[src/rtl/sn_period_sequencer.sv]
// Period sequencer for one spiking-network run: input load, neuron stepping, settle, output report.
// Optional stall watchdog enabled by defining SN_SEQ_WATCHDOG_EN.
module sn_period_sequencer #(
  parameter int  P_MAX_NUM_PERIODS   = 50000,
  parameter int  P_NEUR_STEP_CNTR_BW = 8,
  parameter int  P_DFLT_CNTR_VAL     = 40,
  parameter int  P_WATCHDOG_CYCLES   = 1000000,
  localparam int L_PER_BW            = $clog2(P_MAX_NUM_PERIODS + 1)
) (
  input  logic                           clk,
  input  logic                           rst,
  input  logic                           start_i,
  input  logic [L_PER_BW-1:0]            num_periods_i,
  input  logic [P_NEUR_STEP_CNTR_BW-1:0] step_cnt_i,
  input  logic                           abort_i,
  output logic                           in_req_o,
  input  logic                           in_ack_i,
  output logic                           neur_step_o,
  input  logic                           neur_idle_i,
  output logic                           out_valid_o,
  input  logic                           out_ready_i,
  output logic [L_PER_BW-1:0]            period_idx_o,
  output logic                           busy_o,
  output logic                           done_o,
  output logic                           err_o,
  output logic                           aborted_o
);

  // state  | meaning
  // IDLE   | waiting for a legal start
  // LOAD   | in_req_o high until in_ack_i
  // STEP   | neur_step_o high for the effective step count
  // SETTLE | waiting for neur_idle_i
  // REPORT | out_valid_o high until out_ready_i
  // DONE   | one-cycle done_o, then IDLE
  typedef enum logic [2:0] {
    S_IDLE   = 3'd0,
    S_LOAD   = 3'd1,
    S_STEP   = 3'd2,
    S_SETTLE = 3'd3,
    S_REPORT = 3'd4,
    S_DONE   = 3'd5
  } state_t;

  localparam logic [L_PER_BW-1:0]            L_MAX_PER   = L_PER_BW'(P_MAX_NUM_PERIODS);
  localparam logic [L_PER_BW-1:0]            L_PER_ONE   = L_PER_BW'(1);
  localparam logic [P_NEUR_STEP_CNTR_BW-1:0] L_DFLT_STEP = P_NEUR_STEP_CNTR_BW'(P_DFLT_CNTR_VAL);
  localparam logic [P_NEUR_STEP_CNTR_BW-1:0] L_STEP_ONE  = P_NEUR_STEP_CNTR_BW'(1);

  state_t state_q;
  state_t state_nxt;

  logic [L_PER_BW-1:0]            num_last_q;
  logic [P_NEUR_STEP_CNTR_BW-1:0] step_eff_q;
  logic [P_NEUR_STEP_CNTR_BW-1:0] step_cnt_q;
  logic [P_NEUR_STEP_CNTR_BW-1:0] step_eff_in;

  logic start_legal;
  logic start_ok;
  logic start_bad;
  logic abort_hit;
  logic step_load;
  logic period_inc;
  logic wd_expired;
  logic wd_timeout;

  logic in_req_nxt;
  logic neur_step_nxt;
  logic out_valid_nxt;
  logic busy_nxt;
  logic done_nxt;
  logic err_nxt;
  logic aborted_nxt;

  assign start_legal = (num_periods_i != '0) && (num_periods_i <= L_MAX_PER);
  assign step_eff_in = (step_cnt_i == '0) ? L_DFLT_STEP : step_cnt_i;

  always_ff @(posedge clk or posedge rst) begin
    if (rst) begin
      state_q <= S_IDLE;
    end else begin
      state_q <= state_nxt;
    end
  end

  always_comb begin
    state_nxt  = state_q;
    start_ok   = 1'b0;
    start_bad  = 1'b0;
    abort_hit  = 1'b0;
    step_load  = 1'b0;
    period_inc = 1'b0;
    wd_timeout = 1'b0;
    case (state_q)
      S_IDLE: begin
        if (start_i) begin
          if (start_legal) begin
            start_ok  = 1'b1;
            state_nxt = S_LOAD;
          end else begin
            start_bad = 1'b1;
          end
        end
      end
      S_LOAD: begin
        if (in_ack_i) begin
          step_load = 1'b1;
          state_nxt = S_STEP;
        end
      end
      S_STEP: begin
        if (step_cnt_q == L_STEP_ONE) begin
          state_nxt = S_SETTLE;
        end
      end
      S_SETTLE: begin
        if (neur_idle_i) begin
          state_nxt = S_REPORT;
        end
      end
      S_REPORT: begin
        if (out_ready_i) begin
          if (period_idx_o == num_last_q) begin
            state_nxt = S_DONE;
          end else begin
            period_inc = 1'b1;
            state_nxt  = S_LOAD;
          end
        end
      end
      S_DONE: begin
        state_nxt = S_IDLE;
      end
      default: begin
        state_nxt = S_IDLE;
      end
    endcase

    // A handshake arriving in the expiry cycle still counts as progress.
    wd_timeout = wd_expired && (state_nxt == state_q);

    if ((state_q != S_IDLE) && abort_i) begin
      abort_hit  = 1'b1;
      step_load  = 1'b0;
      period_inc = 1'b0;
      state_nxt  = S_IDLE;
    end else if (wd_timeout) begin
      step_load  = 1'b0;
      period_inc = 1'b0;
      state_nxt  = S_IDLE;
    end
  end

  always_comb begin
    in_req_nxt    = (state_nxt == S_LOAD);
    neur_step_nxt = (state_nxt == S_STEP);
    out_valid_nxt = (state_nxt == S_REPORT);
    busy_nxt      = (state_nxt != S_IDLE);
    done_nxt      = (state_nxt == S_DONE);
    err_nxt       = start_bad || wd_timeout;
    aborted_nxt   = abort_hit;
  end

  always_ff @(posedge clk or posedge rst) begin
    if (rst) begin
      in_req_o    <= 1'b0;
      neur_step_o <= 1'b0;
      out_valid_o <= 1'b0;
      busy_o      <= 1'b0;
      done_o      <= 1'b0;
      err_o       <= 1'b0;
      aborted_o   <= 1'b0;
    end else begin
      in_req_o    <= in_req_nxt;
      neur_step_o <= neur_step_nxt;
      out_valid_o <= out_valid_nxt;
      busy_o      <= busy_nxt;
      done_o      <= done_nxt;
      err_o       <= err_nxt;
      aborted_o   <= aborted_nxt;
    end
  end

  // Run configuration is latched only on a legal start; period_idx holds after DONE/abort.
  always_ff @(posedge clk or posedge rst) begin
    if (rst) begin
      num_last_q   <= '0;
      step_eff_q   <= '0;
      step_cnt_q   <= '0;
      period_idx_o <= '0;
    end else begin
      if (start_ok) begin
        num_last_q   <= num_periods_i - L_PER_ONE;
        step_eff_q   <= step_eff_in;
        period_idx_o <= '0;
      end else if (period_inc) begin
        period_idx_o <= period_idx_o + L_PER_ONE;
      end

      if (step_load) begin
        step_cnt_q <= step_eff_q;
      end else if ((state_q == S_STEP) && (step_cnt_q != '0)) begin
        step_cnt_q <= step_cnt_q - L_STEP_ONE;
      end
    end
  end

`ifdef SN_SEQ_WATCHDOG_EN
  localparam int                 L_WD_BW   = $clog2(P_WATCHDOG_CYCLES + 1);
  localparam logic [L_WD_BW-1:0] L_WD_LOAD = L_WD_BW'(P_WATCHDOG_CYCLES - 1);
  localparam logic [L_WD_BW-1:0] L_WD_ONE  = L_WD_BW'(1);

  logic [L_WD_BW-1:0] wd_cnt_q;
  logic               wd_wait;

  assign wd_wait    = (state_q == S_LOAD) || (state_q == S_SETTLE) || (state_q == S_REPORT);
  assign wd_expired = wd_wait && (wd_cnt_q == '0);

  always_ff @(posedge clk or posedge rst) begin
    if (rst) begin
      wd_cnt_q <= L_WD_LOAD;
    end else if (state_nxt != state_q) begin
      wd_cnt_q <= L_WD_LOAD;
    end else if (wd_wait && (wd_cnt_q != '0)) begin
      wd_cnt_q <= wd_cnt_q - L_WD_ONE;
    end
  end
`else
  logic unused_wd_cfg;

  assign unused_wd_cfg = (P_WATCHDOG_CYCLES == 0);
  assign wd_expired    = 1'b0;
`endif

endmodule
[config.mk]
export PLATFORM = sky130hd
export DESIGN_NAME = sn_period_sequencer
export DESIGN_NICKNAME = d
export VERILOG_FILES = /design/src/rtl/sn_period_sequencer.sv
export SDC_FILE = /design/constraint.sdc
export NUM_CORES = 1
export LEC_CHECK = 0
export ABC_AREA = 1
export CORE_AREA = 2 2 122 124
export DETAILED_ROUTE_END_ITERATION = 10
export DIE_AREA = 0 0 124 126
export PLACE_DENSITY_LB_ADDON = 0.08
export SYNTH_ARGS = -nofsm -noshare
export SYNTH_HDL_FRONTEND = slang
export SYNTH_SLANG_ARGS = --single-unit
[constraint.sdc]
create_clock -name clk -period 2.14 [get_ports clk]
set_input_delay 0.535 -clock clk [delete_from_list [all_inputs] [get_ports clk]]
set_output_delay 0.535 -clock clk [all_outputs]
set_load 0.005 [all_outputs]
# ---- After elaboration in Yosys (flattened, before gate mapping)
# Index checks and enable logic that the tools add are counted.
# Widths: inputs -> output; s select.
dict set report op_classes {
  addsub 3
  order_cmp 1
  n_eq_ne 10
  n_mux 28
  n_reduce_logical 11
}
# cell count
set ops {}
lappend ops {{$mux 16} 2}
lappend ops {{$mux 3} 8}
lappend ops {{$mux 8} 3}
lappend ops {{$add 16x1->16 const B} 1}
lappend ops {{$eq 16x16->1} 1}
lappend ops {{$le 16x16->1 const B} 1}
lappend ops {{$reduce_bool 16->1} 1}
lappend ops {{$sub 16x1->16 const B} 1}
lappend ops {{$pmux 3 s5} 1}
lappend ops {{$mux 1} 14}
lappend ops {{$eq 3x2->1 const B} 3}
lappend ops {{$eq 3x3->1 const B} 3}
lappend ops {{$eq 8x1->1 const B} 1}
lappend ops {{$logic_not 8->1} 1}
lappend ops {{$reduce_bool 8->1} 1}
lappend ops {{$sub 8x1->8 const B} 1}
lappend ops {{$eq 3x1->1 const B} 2}
lappend ops {{$reduce_bool 3->1} 2}
lappend ops {{$reduce_bool 2->1} 2}
lappend ops {{$logic_and 1x1->1} 3}
lappend ops {{$logic_not 3->1} 1}
dict set report totals {
  ff_bits 58
  inputBits 31
  output_inout_bits 23
  word_cells 65
}

# ---- Longest topological paths before layout
dict set report depth {
  ltp_word 7
  mapped_depth 12
  mapped_depth_nobuf 12
}

# ---- Worst setup path before layout
# OpenSTA, ideal clock, no wires.
dict set report synth_path {
  path_type {input-to-reg}
  from {input num_periods_i[0]}
  to {register step_eff_q[0]}
  setup_ns 0.128
  arrival_ns 1.518
  required_ns 2.012
  slack_ns 0.494
  cell_stages 11
  path_buffers 2
  cell_sequence {inv_1 -> ha_1 -> nand2_1 -> nor2_1 -> nand2_1 -> nand2_2 -> nand3_4 -> buf_6 -> buf_6 -> nand2_1 -> o21ai_1}
}
dict set report synth_between {
  elab_chain_cells 5
  word_cells_on_any_way 6
  cone_classes {1 x order compare; 3 x mux; 2 x reduce/logical}
}
# item line
set synth_rtl {}
lappend synth_rtl {{from (decl)} 13} ;# input logic [L_PER_BW-1:0] num_periods_i,
lappend synth_rtl {{$le 16x16->1 or $reduce_bool 16->1 (tied branches)} 75} ;# assign start_legal = (num_periods_i != '0) && (num_periods_i <= L_MAX_PER);
lappend synth_rtl {{$logic_and 1x1->1 *} 75}
lappend synth_rtl {{$mux 1 *} 97} ;# if (start_legal) begin
lappend synth_rtl {{$mux 1 *} 96} ;# if (start_i) begin
lappend synth_rtl {{$mux 1 *} 94} ;# case (state_q)
lappend synth_rtl {{to (signal assigned)} 194} ;# step_eff_q <= step_eff_in;
lappend synth_rtl {{to (decl)} 54} ;# logic [P_NEUR_STEP_CNTR_BW-1:0] step_eff_q;
# Every way passes the cells marked *; elsewhere a longest branch is shown, timed or not.
# A chain may end at the register's enable or synchronous reset.

# ---- Worst setup path in the final report
dict set report layout_path {
  from {register period_idx_o[2]}
  to {output period_idx_o[2]}
}
# item line
set layout_lines {}
lappend layout_lines {{from (decl)} 22} ;# output logic [L_PER_BW-1:0] period_idx_o,
lappend layout_lines {{from (signal assigned)} 197} ;# period_idx_o <= period_idx_o + L_PER_ONE;
# No word-level cell between the ends.

==> run_summary.xml <==
<?xml version="1.0" encoding="UTF-8"?>
<metrics>
  <group name="setup_path">
    <metric name="critical_path_buf_inv_count" unit="">1</metric>
    <metric name="reg2reg_to" unit="">period_idx_o[14]$_DFFE_PP0P_</metric>
    <metric name="timing.critical_path.from" unit="">period_idx_o[2]$_DFFE_PP0P_</metric>
    <metric name="cp.depth" unit="">1</metric>
    <metric name="crit_end" unit="">period_idx_o[2]</metric>
    <metric name="path_class" unit="">flip-flop to output port</metric>
    <metric name="critical-path-slowest-cell" unit="">sky130_fd_sc_hd__clkdlybuf4s50_1</metric>
    <metric name="worst-r2r-cell-count" unit="">6</metric>
    <metric name="critical_path.cell_chain" unit="">clkdlybuf4s50_1</metric>
    <metric name="slack_of_the_worst_reg_to_reg_path" unit="ns">0.37</metric>
    <metric name="worst_setup_path_start_kind" unit="">flip-flop</metric>
    <metric name="crit_path_max_fanout" unit="">7</metric>
    <metric name="crit_family" unit="">buffers and inverters</metric>
    <metric name="cp.required" unit="ns">1.60</metric>
    <metric name="worst_ep_arrival_time" unit="ns">1.39</metric>
    <metric name="critical_path.reg2reg.startpoint" unit="">period_idx_o[0]$_DFFE_PP0P_</metric>
    <metric name="critical_path.endpoint_type" unit="">output port</metric>
    <metric name="longest_individual_stage_delay_on_the_worst_path" unit="ns">0.57</metric>
  </group>
  <group name="grt">
    <metric name="first_pass_grt_wire_length" unit="um">16800</metric>
    <metric name="antenna_found_initial" unit="">0</metric>
    <metric name="grt_pass1_vias" unit="">3407</metric>
    <metric name="grt.overflow.total" unit="">0</metric>
    <metric name="global_route_usage_sum" unit="%">14.0</metric>
    <metric name="grt_start_max_net_pins" unit="">25</metric>
  </group>
  <group name="yosys">
    <metric name="postSynth.topFlopCell" unit="">sky130_fd_sc_hd__dfrtp_1</metric>
    <metric name="post_synth_inst_count" unit="">484</metric>
    <metric name="synth.top_cells.by_area" unit="">sky130_fd_sc_hd__dfrtp_1 (41%), sky130_fd_sc_hd__nand2_1 (15%), sky130_fd_sc_hd__inv_1 (6.9%), sky130_fd_sc_hd__xor2_1 (5.0%), sky130_fd_sc_hd__nor2_1 (4.9%)</metric>
    <metric name="post_synth_instance_area" unit="um2">3520</metric>
    <metric name="ys_seq_elements" unit="">58</metric>
    <metric name="netlist.top_cell.by_area" unit="">sky130_fd_sc_hd__dfrtp_1</metric>
    <metric name="async_reset_ff_share" unit="%">100</metric>
    <metric name="synth-warning-count" unit="">0</metric>
    <metric name="synth_seq_area_share" unit="%">41.2</metric>
    <metric name="synth-edff-count" unit="">0</metric>
    <metric name="postSynthAreaPerCell" unit="um2">7.27</metric>
    <metric name="synth_nets" unit="">521</metric>
    <metric name="synth.lib_cells_used.distinct" unit="">34</metric>
    <metric name="netlist.area_leader.share" unit="%">41.2</metric>
  </group>
  <group name="cts">
    <metric name="cts_max_path_buffers" unit="">2</metric>
    <metric name="cts.sink_count" unit="">58</metric>
    <metric name="clk_pin_slew_worst_paths" unit="ns">0.05</metric>
    <metric name="cts-resized-gates" unit="">0</metric>
    <metric name="clkLatencyLatePin" unit="ns">0.34</metric>
    <metric name="hold_buffers" unit="">0</metric>
    <metric name="cts_post_setup_buffers_inserted" unit="">0</metric>
    <metric name="clk_root_buffer_cell" unit="">sky130_fd_sc_hd__clkbuf_16</metric>
    <metric name="cts_htree_levels" unit="">3</metric>
    <metric name="tritoncts_clock_tree" unit="">yes</metric>
    <metric name="cts_inserted_buffers" unit="">9</metric>
  </group>
  <group name="hold_path">
    <metric name="worst_hold_startpoint" unit="">step_eff_q[0]$_DFFE_PP0P_</metric>
    <metric name="hp-class" unit="">flip-flop to flip-flop</metric>
  </group>
  <group name="timing">
    <metric name="slew_violations" unit="">0</metric>
    <metric name="timing.final.crit_share" unit="%">90.0</metric>
    <metric name="setup_tns" unit="ns">0</metric>
    <metric name="fin_crit" unit="ns">1.93</metric>
    <metric name="final_critical_path_setup_slack" unit="ns">0.214</metric>
    <metric name="unrepaired_setup_endpoints_after_global_routing" unit="">no</metric>
    <metric name="final.setup_skew" unit="ns">0.00685</metric>
    <metric name="max_slew_margin" unit="%">68.8</metric>
    <metric name="hold-worst-slack" unit="ns">0.497</metric>
    <metric name="setup_viol" unit="">0</metric>
    <metric name="highest_attainable_clock_frequency" unit="GHz">0.519</metric>
    <metric name="tightestPinTransition" unit="ns">0.467</metric>
    <metric name="hold_violations" unit="">0</metric>
  </group>
  <group name="floorplanning">
    <metric name="core_area" unit="um2">14300</metric>
    <metric name="horizontal_die_dimension" unit="um">124</metric>
    <metric name="effective_utilization_at_floorplan" unit="%">24.6</metric>
    <metric name="chipHeight" unit="um">126</metric>
    <metric name="total_number_of_placement_rows" unit="">44</metric>
    <metric name="floorplan.io_pins" unit="">54</metric>
    <metric name="die-area" unit="um2">15600</metric>
  </group>
  <group name="cells_and_area">
    <metric name="fin_nets" unit="">621</metric>
    <metric name="area_growth" unit="%">39.7</metric>
    <metric name="antennaDiodeCount" unit="">0</metric>
    <metric name="drive_above_1_share" unit="%">13.3</metric>
    <metric name="final_cell_count_no_fill" unit="">771</metric>
  </group>
  <group name="place">
    <metric name="pre_cts_ws" unit="ns">-0.122</metric>
    <metric name="gp_congestion" unit="">0.782</metric>
    <metric name="post-dp-hpwl" unit="um">7920</metric>
    <metric name="number_of_port_buffers" unit="">53</metric>
    <metric name="dpl.cell_count" unit="">757</metric>
  </group>
  <group name="detailed_routing">
    <metric name="dr.first_iter.drc_count" unit="">157</metric>
    <metric name="ant_nets" unit="">0</metric>
    <metric name="route.detailed.wl_per_inst" unit="um">13.0</metric>
    <metric name="routed_wirelength" unit="um">10000</metric>
    <metric name="drt_pass1_iterations" unit="">4</metric>
    <metric name="route.vias.total" unit="">3356</metric>
    <metric name="via_per_inst" unit="">4.35</metric>
    <metric name="drc" unit="">0</metric>
  </group>
  <group name="pwr">
    <metric name="cellLeakagePower" unit="nW">2.29</metric>
    <metric name="vdd.ir_drop.worst" unit="V">0.000483</metric>
    <metric name="total_power" unit="mW">5.91</metric>
    <metric name="power.density" unit="nW/um2">1200</metric>
  </group>
  <group name="status">
    <metric name="outcome" unit="">finished clean</metric>
  </group>
  <group name="flow_run">
    <metric name="max_cap_viols" unit="">0</metric>
  </group>
</metrics>
## registers in the layout (all words and copies together), names as in the netlist
| register | flops |
|---|---|
| neur_step_o | 1 |
| step_eff_q | 8 |
| in_req_o | 1 |
| err_o | 1 |
| done_o | 1 |
| period_idx_o | 16 |
| out_valid_o | 1 |
| aborted_o | 1 |
| step_cnt_q | 8 |
| num_last_q | 16 |
| busy_o | 1 |
| state_q | 3 |
## Yosys cell counts (2+ instances only)
cell type and n:
sky130_fd_sc_hd__dfrtp_1 58, sky130_fd_sc_hd__nand3_1 33, sky130_fd_sc_hd__nor2_4 2, sky130_fd_sc_hd__buf_4 3, sky130_fd_sc_hd__buf_6 2, sky130_fd_sc_hd__o21ai_1 29
sky130_fd_sc_hd__nand2_2 2, sky130_fd_sc_hd__inv_2 3, sky130_fd_sc_hd__nor2_1 46, sky130_fd_sc_hd__xnor2_1 7, sky130_fd_sc_hd__o21ai_0 19, sky130_fd_sc_hd__nand2_1 143
sky130_fd_sc_hd__o211ai_1 7, sky130_fd_sc_hd__nand4_1 2, sky130_fd_sc_hd__ha_1 6, sky130_fd_sc_hd__xor2_1 20, sky130_fd_sc_hd__nor3_1 12, sky130_fd_sc_hd__nand3_2 2
sky130_fd_sc_hd__nor4_1 3, sky130_fd_sc_hd__nor2_2 5, sky130_fd_sc_hd__inv_1 65, sky130_fd_sc_hd__buf_2 3
## logic make-up after synthesis
family | Yosys count | synth area share [%]
adders and majority gates | 6 | 2.13
and+or+nand+nor | 258 | 32.0
buffers and inverters | 77 | 9.06
DFF | 58 | 41.2
xor gates and xnor gates | 27 | 6.72
AOI/OAI and AO/OA | 58 | 8.89
## cells in the final DEF (no fill, tap or decap), types with 5 or more instances in the layout
| cell | n |
|---|---|
| sky130_fd_sc_hd__buf_4 | 42 |
| sky130_fd_sc_hd__clkbuf_16 | 9 |
| sky130_fd_sc_hd__clkdlybuf4s50_1 | 53 |
| sky130_fd_sc_hd__dfrtp_1 | 58 |
| sky130_fd_sc_hd__ha_1 | 6 |
| sky130_fd_sc_hd__inv_1 | 64 |
| sky130_fd_sc_hd__nand2_1 | 143 |
| sky130_fd_sc_hd__nand3_1 | 33 |
| sky130_fd_sc_hd__nor2_1 | 46 |
| sky130_fd_sc_hd__nor2_2 | 5 |
| sky130_fd_sc_hd__nor3_1 | 12 |
| sky130_fd_sc_hd__o211ai_1 | 7 |
| sky130_fd_sc_hd__o21ai_0 | 19 |
| sky130_fd_sc_hd__o21ai_1 | 29 |
| sky130_fd_sc_hd__xnor2_1 | 7 |
| sky130_fd_sc_hd__xor2_1 | 20 |
## worst min-delay path, delay by kind of cell, from the launching register on
kind,cells,cell delay (ns)
AO/OA/AOI/OAI,1,0.06
AND/OR/NAND/NOR,1,0.06
flip-flops,1,0.34
## per-layer routing
layer / GRT usage (%) / wire, um / vias to the layer above
met4: 3.77 / 112 / 0
met3: 3.58 / 393 / 10
met1: 16.8 / 4470 / 1578
met5: 0 / 0 / -
li1: - / - / 1725
met2: 24.4 / 5060 / 43
## area by class of cell
type,instances,area [um2]
fill,1548,9400
timing repair buffer,98,906
clock inverter,2,60.1
tap,184,230
inverter,68,255
sequential,58,1450
clock buffer,12,267
multi-input combinational,349,1750
## worst min path at each step
stage                                           end  slack, ns  cells past startpoint
after CTS                 step_eff_q[0]$_DFFE_PP0P_       0.51                      2
after detailed placement  step_eff_q[0]$_DFFE_PP0P_       0.49                      2
after global routing      step_eff_q[0]$_DFFE_PP0P_       0.51                      2
after floorplan           step_eff_q[5]$_DFFE_PP0P_       0.45                      2
after global placement    step_eff_q[3]$_DFFE_PP0P_       0.49                      2
final                     step_eff_q[0]$_DFFE_PP0P_       0.50                      2
## report_power, final
part           leakage, nW  internal [mW]  switching (mW)
clock                0.161           1.10           0.502
combinational         1.38           1.07            1.23
sequential           0.751           1.57           0.445
total                 2.29           3.73            2.18
## through the flow
stage / area (um2) / util [%]
after global routing: 4920 / 34.4
final: 4920 / 34.4
after CTS: 4920 / 34.4
after global placement: 4590 / 32.1
after floorplan: 3520 / -
after detailed placement: 4590 / 32.1
No activity file was read; power rests on OpenSTA's default activity.
